--- src/rtl/reset_sequencer.sv ---
// rtl/reset_sequencer.sv - merges synchronised reset requests, stretches them and releases domains in a staggered order
// Also keeps sticky reset causes and a saturating reset-event count for slow-control readout.
module reset_sequencer #(
    parameter int N_SRC       = 4,
    parameter int SYNC_STAGES = 2,
    parameter int STRETCH     = 16,
    parameter int N_DOM       = 3,
    parameter int STAGGER     = 4,
    parameter int CNT_W       = 8
) (
    input  logic             clk,
    input  logic             rst,
    input  logic             por_i,
    input  logic [N_SRC-1:0] src_req_i,
    input  logic [N_SRC-1:0] src_mask_i,
    input  logic             status_clr_i,
    output logic [N_DOM-1:0] rst_dom_o,
    output logic             ready_o,
    output logic [N_SRC:0]   cause_o,
    output logic [CNT_W-1:0] rst_count_o
);
    localparam int HW = (STRETCH > 1) ? $clog2(STRETCH) : 1;
    localparam int SW = (STAGGER > 1) ? $clog2(STAGGER) : 1;
    localparam int IW = (N_DOM > 1) ? $clog2(N_DOM) : 1;
    localparam logic [HW-1:0] HOLD_INIT  = HW'(STRETCH - 1);
    localparam logic [SW-1:0] STAG_INIT  = SW'(STAGGER - 1);
    localparam logic [IW-1:0] LAST_DOM   = IW'(N_DOM - 1);

    typedef enum logic [1:0] {S_HOLD, S_RELEASE, S_RUN} state_t;

    // Element 0 is the newest sample; masking happens before the first flop.
    logic [SYNC_STAGES-1:0][N_SRC:0] r_sync;
    logic [N_SRC:0]                  w_req_sync;
    logic                            w_any_req;

    state_t           r_state, w_state_n;
    logic [HW-1:0]    r_hold, w_hold_n;
    logic [SW-1:0]    r_stag, w_stag_n;
    logic [IW-1:0]    r_idx, w_idx_n;
    logic [N_DOM-1:0] r_dom, w_dom_n;
    logic             r_ready, w_ready_n;
    logic [N_SRC:0]   r_cause, w_cause_n;
    logic [CNT_W-1:0] r_count, w_count_n;
    logic             w_incr;

    assign w_req_sync = r_sync[SYNC_STAGES-1];
    assign w_any_req  = |w_req_sync;

    always_ff @(posedge clk) begin
        if (rst) begin
            r_sync  <= '0;
            r_state <= S_HOLD;
            r_hold  <= HOLD_INIT;
            r_stag  <= '0;
            r_idx   <= '0;
            r_dom   <= '1;
            r_ready <= 1'b0;
            r_cause <= '0;
            r_count <= '0;
        end else begin
            r_sync  <= {r_sync[SYNC_STAGES-2:0], {por_i, src_req_i & src_mask_i}};
            r_state <= w_state_n;
            r_hold  <= w_hold_n;
            r_stag  <= w_stag_n;
            r_idx   <= w_idx_n;
            r_dom   <= w_dom_n;
            r_ready <= w_ready_n;
            r_cause <= w_cause_n;
            r_count <= w_count_n;
        end
    end

    always_comb begin
        w_state_n = r_state;
        w_hold_n  = r_hold;
        w_stag_n  = r_stag;
        w_idx_n   = r_idx;
        w_dom_n   = r_dom;
        w_ready_n = r_ready;
        w_incr    = 1'b0;
        case (r_state)
            S_HOLD: begin
                w_dom_n   = '1;
                w_ready_n = 1'b0;
                if (w_any_req) begin
                    w_hold_n = HOLD_INIT;
                end else if (r_hold != '0) begin
                    w_hold_n = r_hold - 1'b1;
                end else begin
                    w_dom_n[0] = 1'b0;
                    if (N_DOM == 1) begin
                        w_state_n = S_RUN;
                        w_ready_n = 1'b1;
                    end else begin
                        w_state_n = S_RELEASE;
                        w_stag_n  = STAG_INIT;
                        w_idx_n   = IW'(1);
                    end
                end
            end
            S_RELEASE: begin
                if (r_stag != '0) begin
                    w_stag_n = r_stag - 1'b1;
                end else begin
                    w_dom_n[r_idx] = 1'b0;
                    w_stag_n       = STAG_INIT;
                    w_idx_n        = r_idx + 1'b1;
                    if (r_idx == LAST_DOM) begin
                        w_state_n = S_RUN;
                        w_ready_n = 1'b1;
                    end
                end
            end
            default: ;
        endcase
        // A request outside HOLD re-enters HOLD and is the only event that counts.
        if (r_state != S_HOLD && w_any_req) begin
            w_state_n = S_HOLD;
            w_dom_n   = '1;
            w_ready_n = 1'b0;
            w_hold_n  = HOLD_INIT;
            w_incr    = 1'b1;
        end
    end

    always_comb begin
        w_cause_n = status_clr_i ? w_req_sync : (r_cause | w_req_sync);
        w_count_n = r_count;
        if (status_clr_i)
            w_count_n = w_incr ? CNT_W'(1) : '0;
        else if (w_incr && r_count != '1)
            w_count_n = r_count + 1'b1;
    end

    assign rst_dom_o   = r_dom;
    assign ready_o     = r_ready;
    assign cause_o     = r_cause;
    assign rst_count_o = r_count;
endmodule
--- config.mk ---
export PLATFORM = sky130hd
export DESIGN_NAME = reset_sequencer
export DESIGN_NICKNAME = d
export VERILOG_FILES = /design/src/rtl/reset_sequencer.sv
export SDC_FILE = /design/constraint.sdc
export NUM_CORES = 1
export LEC_CHECK = 0
export CAP_MARGIN = 40
export CORE_MARGIN = 5
export CORE_UTILIZATION = 40
export DETAILED_ROUTE_END_ITERATION = 10
export PLACE_DENSITY = 0.7
export SKIP_LAST_GASP = 1
export SYNTH_ARGS = -nofsm -noshare
export SYNTH_HDL_FRONTEND = slang
export SYNTH_SLANG_ARGS = --single-unit
--- constraint.sdc ---
create_clock -name clk -period 2.4 [get_ports clk]
set_clock_uncertainty 0.15 [all_clocks]
set_input_delay 0.24 -clock clk [delete_from_list [all_inputs] [get_ports clk]]
set_output_delay 0.24 -clock clk [all_outputs]
set_load 0.03 [all_outputs]
# ---- Yosys cells after proc, flatten, opt, wreduce, memory -nomap -nowiden
# Index checks and enable logic that the tools add are counted.
dict set report classes {
  add_sub_neg 4
  n_lt_le_gt_ge 2
  eq_ne 7
  n_mux 27
  n_bitwise 4
  n_reduce_logical 18
}
# cell count
set op_table {}
lappend op_table {{2-bit 2-to-1 mux} 8}
lappend op_table {{8-bit 2-to-1 mux} 2}
lappend op_table {{2-bit case mux with 2 select lines} 3}
lappend op_table {{2-bit nonzero test} 5}
lappend op_table {{8-bit by 1-bit adder with 8-bit output (second input constant)} 1}
lappend op_table {{4-bit 2-to-1 mux} 2}
lappend op_table {{2-bit != test (second input constant)} 4}
lappend op_table {{8-bit != test (second input constant)} 1}
lappend op_table {{1-bit 2-to-1 mux} 7}
lappend op_table {{3-bit case mux with 2 select lines} 1}
lappend op_table {{3-bit AND reduction} 2}
lappend op_table {{5-bit 2-to-1 mux} 1}
lappend op_table {{5-bit bitwise OR} 1}
lappend op_table {{5-bit AND reduction} 1}
lappend op_table {{5-bit OR reduction} 1}
lappend op_table {{4-bit bitwise AND} 1}
lappend op_table {{2-bit AND reduction} 2}
lappend op_table {{4-bit AND reduction} 1}
lappend op_table {{4-bit nonzero test} 1}
lappend op_table {{4-bit by 1-bit subtractor with 4-bit output (second input constant)} 1}
lappend op_table {{3-bit bitwise AND} 1}
lappend op_table {{1-bit logical AND} 3}
lappend op_table {{2-bit by 3-bit < comparator with 1-bit output (second input constant)} 1}
lappend op_table {{3-bit 2-to-1 mux} 1}
lappend op_table {{10 further kinds} 10}
dict set report totals {
  reg_bits 37
  in_bits 12
  output_inout_bits 17
  elab_cells 72
}

# ---- Longest topological paths before layout
dict set report logic_depth {
  word_depth 8
  depth_mapped 6
  ltp_nobuf 6
}

# ---- Worst setup path before layout
# OpenSTA, ideal clock, no wires.
dict set report synth_timing {
  path_type {reg-to-reg}
  start {reg r_count[2], in the netlist rst_count_o[2]}
  end {reg r_count[2], in the netlist rst_count_o[2]}
  setup_ns 0.103
  arrival_time_ns 1.718
  required_time_ns 2.147
  path_slack_ns 0.428
  stages_incl_launch_ff 6
  n_path_buf 1
  period_less_slack_ns 1.972
  cell_sequence {dfxtp_1 -> and4_1 -> and4_1 -> clkbuf_1 -> nor2_1 -> a2111oi_2}
}
dict set report synth_via {
  elab_chain_cells 3
  elab_cells_between_ends 6
  cone_classes {1 x add/sub; 1 x eq/ne; 2 x mux; 2 x reduce/logical}
}
# element line_no
set synth_rtl {}
lappend synth_rtl {{from (decl)} 43} ;# logic [CNT_W-1:0] r_count, w_count_n;
lappend synth_rtl {{from (signal assigned)} 69} ;# r_count <= w_count_n;
lappend synth_rtl {{8-bit by 1-bit adder with 8-bit output / 8-bit != test (equally long branches)} {132, 131}}
lappend synth_rtl {{8-bit 2-to-1 mux / 1-bit logical AND (equally long branches)} 131} ;# else if (w_incr && r_count != '1)
lappend synth_rtl {{8-bit 2-to-1 mux / 2-bit nonzero test (equally long branches)} --}
# Parallel ways exist; a longest one is shown, timed or not. The select of a mux whose other input is x is not followed.
# A chain may end at the register's enable or synchronous reset.

# ---- Worst setup path after layout
dict set report layout_timing {
  start {reg r_hold[0]}
  end {reg r_idx[1]}
}
dict set report layout_via {
  elab_chain_cells 3
}
# element line_no
set layout_rtl {}
lappend layout_rtl {{from (decl)} 37} ;# logic [HW-1:0] r_hold, w_hold_n;
lappend layout_rtl {{from (signal assigned)} 63} ;# r_hold <= w_hold_n;
lappend layout_rtl {{4-bit nonzero test} 87} ;# end else if (r_hold != '0) begin
lappend layout_rtl {{2-bit != test (no line)} --}
lappend layout_rtl {{4-bit AND reduction (no line)} --}
lappend layout_rtl {{to (signal assigned)} 65} ;# r_idx <= w_idx_n;
lappend layout_rtl {{to (decl)} 39} ;# logic [IW-1:0] r_idx, w_idx_n;
# Every way passes these cells.

==> run_results.csv <==
group,metric,value,unit
status,status,"completed",
route,wl_met1,1440,µm
grt,grt_pass1_vias,1145,
clock_network,clkSlewWorstSetupHoldPaths,0.07,ns
die,io-pin-count,29,
die,core-area,3720,µm²
synth,seq_area_frac_synth,47.4,%
die,rows,22,
die,dieWidth,72.5,µm
synth,syn-cell-area,1560,µm²
place,gp_congestion,0.782,
power_and_ir_drop,irDropWorstVdd,314,µV
die,fp.dieH,72.5,µm
synth,synth_common_cells,"dfxtp_1 (37), nor2_1 (22), nand2_1 (21)",
min_path,hold_end,"w_req_sync[3]$_SDFF_PP0_",
route,num_vias,1312,
route,routed_via_density,5.13,
synth,synth_ff_type,"dfxtp_1",
synth,synth_top_cell_by_area,"dfxtp_1",
worst_setup_path,reg2regPathDepth,6,
finish,fin_util,53.4,%
sta,fmax,539,MHz
sta,slew_viol_final,0,
sta,rsz0062_at_grt,"no",
worst_setup_path,crit_chain,"inv_1 -> ha_1 -> nor2b_1 -> a31oi_1 -> nor2_1 -> o31ai_1",
place,placed_area,1880,µm²
finish,syn_to_final_growth,27.0,%
clock_network,post_cts_buffers,0,
finish,antennaDiodeCount,0,
finish,drive_above_1_share,7.21,%
clock_network,hold_buffers,0,
synth,ys_top_cells_by_area,"dfxtp_1 (47%), nor2_1 (5.3%), nand2_1 (5.0%)",
grt,grt_max_degree,19,
route,drt_wl_total,3080,µm
sta,hold_ws,0.287,ns
grt,antenna_found_initial,0,
sta,slew_headroom,63.4,%
route,met3_length,187,µm
worst_setup_path,start_kind,"register",
place,io_buffer_count,28,
route,final_antenna_net_count,0,
min_path,hold-path-cell-count,1,
flow_run,max-cap-violations,0,
place,dp_hpwl,2240,µm
finish,regArea,741,µm²
die,start_util,42.1,%
grt,grt_usage,12.9,%
clock_network,cts_buffer_depth,2,
sta,finalCritPeriodShare,77.4,%
clock_network,cts_sinks,37,
worst_setup_path,cp_max_fo,6,
route,first_pass_iters,4,
worst_setup_path,cp-startpoint,"r_hold[0]$_SDFFE_PP1P_",
power_and_ir_drop,power_density,592,nW/µm²
worst_setup_path,rr_endpoint,"r_idx[1]$_SDFFE_PP0P_",
worst_setup_path,crit_path_end_kind,"register",
route,routed-wl-met2,1400,µm
power_and_ir_drop,p_leak,0.739,nW
place,numPlacedInstances,248,
synth,yosys.cell_types.count,40,
clock_network,clk_latency,0.28,ns
grt,grt_overflow,0,
synth,synth_nets,195,
synth,avgSynthCellArea,8.83,µm²
synth,synth.most_common_cell,"dfxtp_1",
synth,yosysWarnings,0,
worst_setup_path,crit_slowest_cell,"a31oi_1",
route,top_layer_used,"met4",
worst_setup_path,r2r_slack,0.54,ns
synth,async_flop_share,0,%
grt,grt_pass1_wl,5230,µm
min_path,hold_class,"register to register",
clock_network,cts-root-buf,"clkbuf_8",
finish,nets,225,
sta,setup_viol_count_final,0,
finish,fin_area,1980,µm²
clock_network,htreeDepth,2,
finish,stdcell_count,256,
route,wl_per_cell,12.0,µm
worst_setup_path,cpPeakStageDelay,0.48,ns
clock_network,numCtsBuffers,5,
sta,hold_viol,0,
route,drcViolationCount,0,
sta,timing.final.crit_period,1.86,ns
sta,worstMarginPinSlew,0.546,ns
synth,yosysTopAreaCellShare,47.4,%
route,drt_iter0_drc,83,
worst_setup_path,r2r_start,"r_hold[0]$_SDFFE_PP1P_",
finish,final.fill_count,354,
clock_network,cts_resized,0,
min_path,worstHoldStart,"r_sync[3]$_SDFF_PP0_",
worst_setup_path,worstSetupPathType,"register to register",
worst_setup_path,arrival,1.90,ns
synth,synth_seq_cells,37,
clock_network,tritoncts,"yes",
sta,tns,0,ns
finish,multiInputGateArea,746,µm²
synth,synth_cells,177,
die,dieArea,5260,µm²
worst_setup_path,crit_required,2.45,ns
synth,synth_edf_count,0,
-- stage by stage --
stage	total power, mW	setup WS [ns]
floorplan	0.687	0.428
global placement	0.716	0.527
detailed placement	0.717	0.448
CTS	1.19	0.539
global route	1.23	0.383
finish	1.18	0.543
-- area by class of cell --
cell class              count  area share (%)
multi-input cells         122            37.6
flip-flops and latches     37            37.3
repair buffers             30            14.9
clock buffers               7            4.85
well taps                  48            3.03
inverters                  11            2.08
clock inverters             1           0.252
-- metal layers --
metal	global-route usage, %	vias to the layer above
met2	19.5	26
met3	4.85	5
met1	15.5	596
li1	-	685
met4	7.38	0
met5	0	-
-- cells by family after synthesis --
family,synth area share (%)
AND/OR/NAND/NOR,24.4
AO/OA/AOI/OAI,17.2
buffers and inverters,4.88
flip-flops,47.4
multiplexers,1.28
adder cells (fa/ha/maj),4.80
-- cell usage in the layout (no fill, tap or decap), types with 2 or more instances in the layout --
cell type and count:
a21boi_1 2, a21oi_1 9, a221oi_1 3, a31oi_1 3
and3_1 2, and4_1 2, buf_4 2, clkbuf_8 7
clkdlybuf4s50_1 28, dfxtp_1 37, ha_1 6, inv_1 11
mux2i_1 2, nand2_1 21, nand3_1 7, nand4_1 2
nor2_1 22, nor2b_1 9, nor3_1 3, nor4_1 5
o21ai_1 3, o31ai_1 3, o41ai_1 2
-- critical path, delay by kind of cell, from the launching register on --
family,cells,cell delay [ns]
AO/OA/AOI/OAI,2,0.70
adder cells (fa/ha/maj),1,0.23
buffers and inverters,1,0.05
flip-flops,1,0.37
AND/OR/NAND/NOR,2,0.28
-- report_power, final --
part	switching [mW]	internal (mW)	total (mW)
sequential	0.00769	0.626	0.633
clock	0.213	0.259	0.473
combinational	0.0325	0.0364	0.0688
total	0.254	0.922	1.18
-- sequential cells by signal (all words and copies together) (netlist names) --
register     count
r_idx            2
r_hold           4
cause_o          5
r_state          2
r_stag           2
ready_o          1
r_sync           5
rst_dom_o        3
w_req_sync       5
rst_count_o      8
-- worst max-delay path by stage --
| stage | endpoint | slack, ns | cells after the start |
|---|---|---|---|
| global route | rst_count_o[2]$_SDFFE_PP0P_ | 0.38 | 4 |
| detailed placement | rst_count_o[3]$_SDFFE_PP0P_ | 0.45 | 5 |
| global placement | rst_count_o[3]$_SDFFE_PP0P_ | 0.53 | 5 |
| CTS | rst_count_o[2] | 0.54 | 1 |
| finish | r_idx[1]$_SDFFE_PP0P_ | 0.54 | 6 |
| floorplan | rst_count_o[2]$_SDFFE_PP0P_ | 0.43 | 5 |
(Power assumes the default switching activity.)
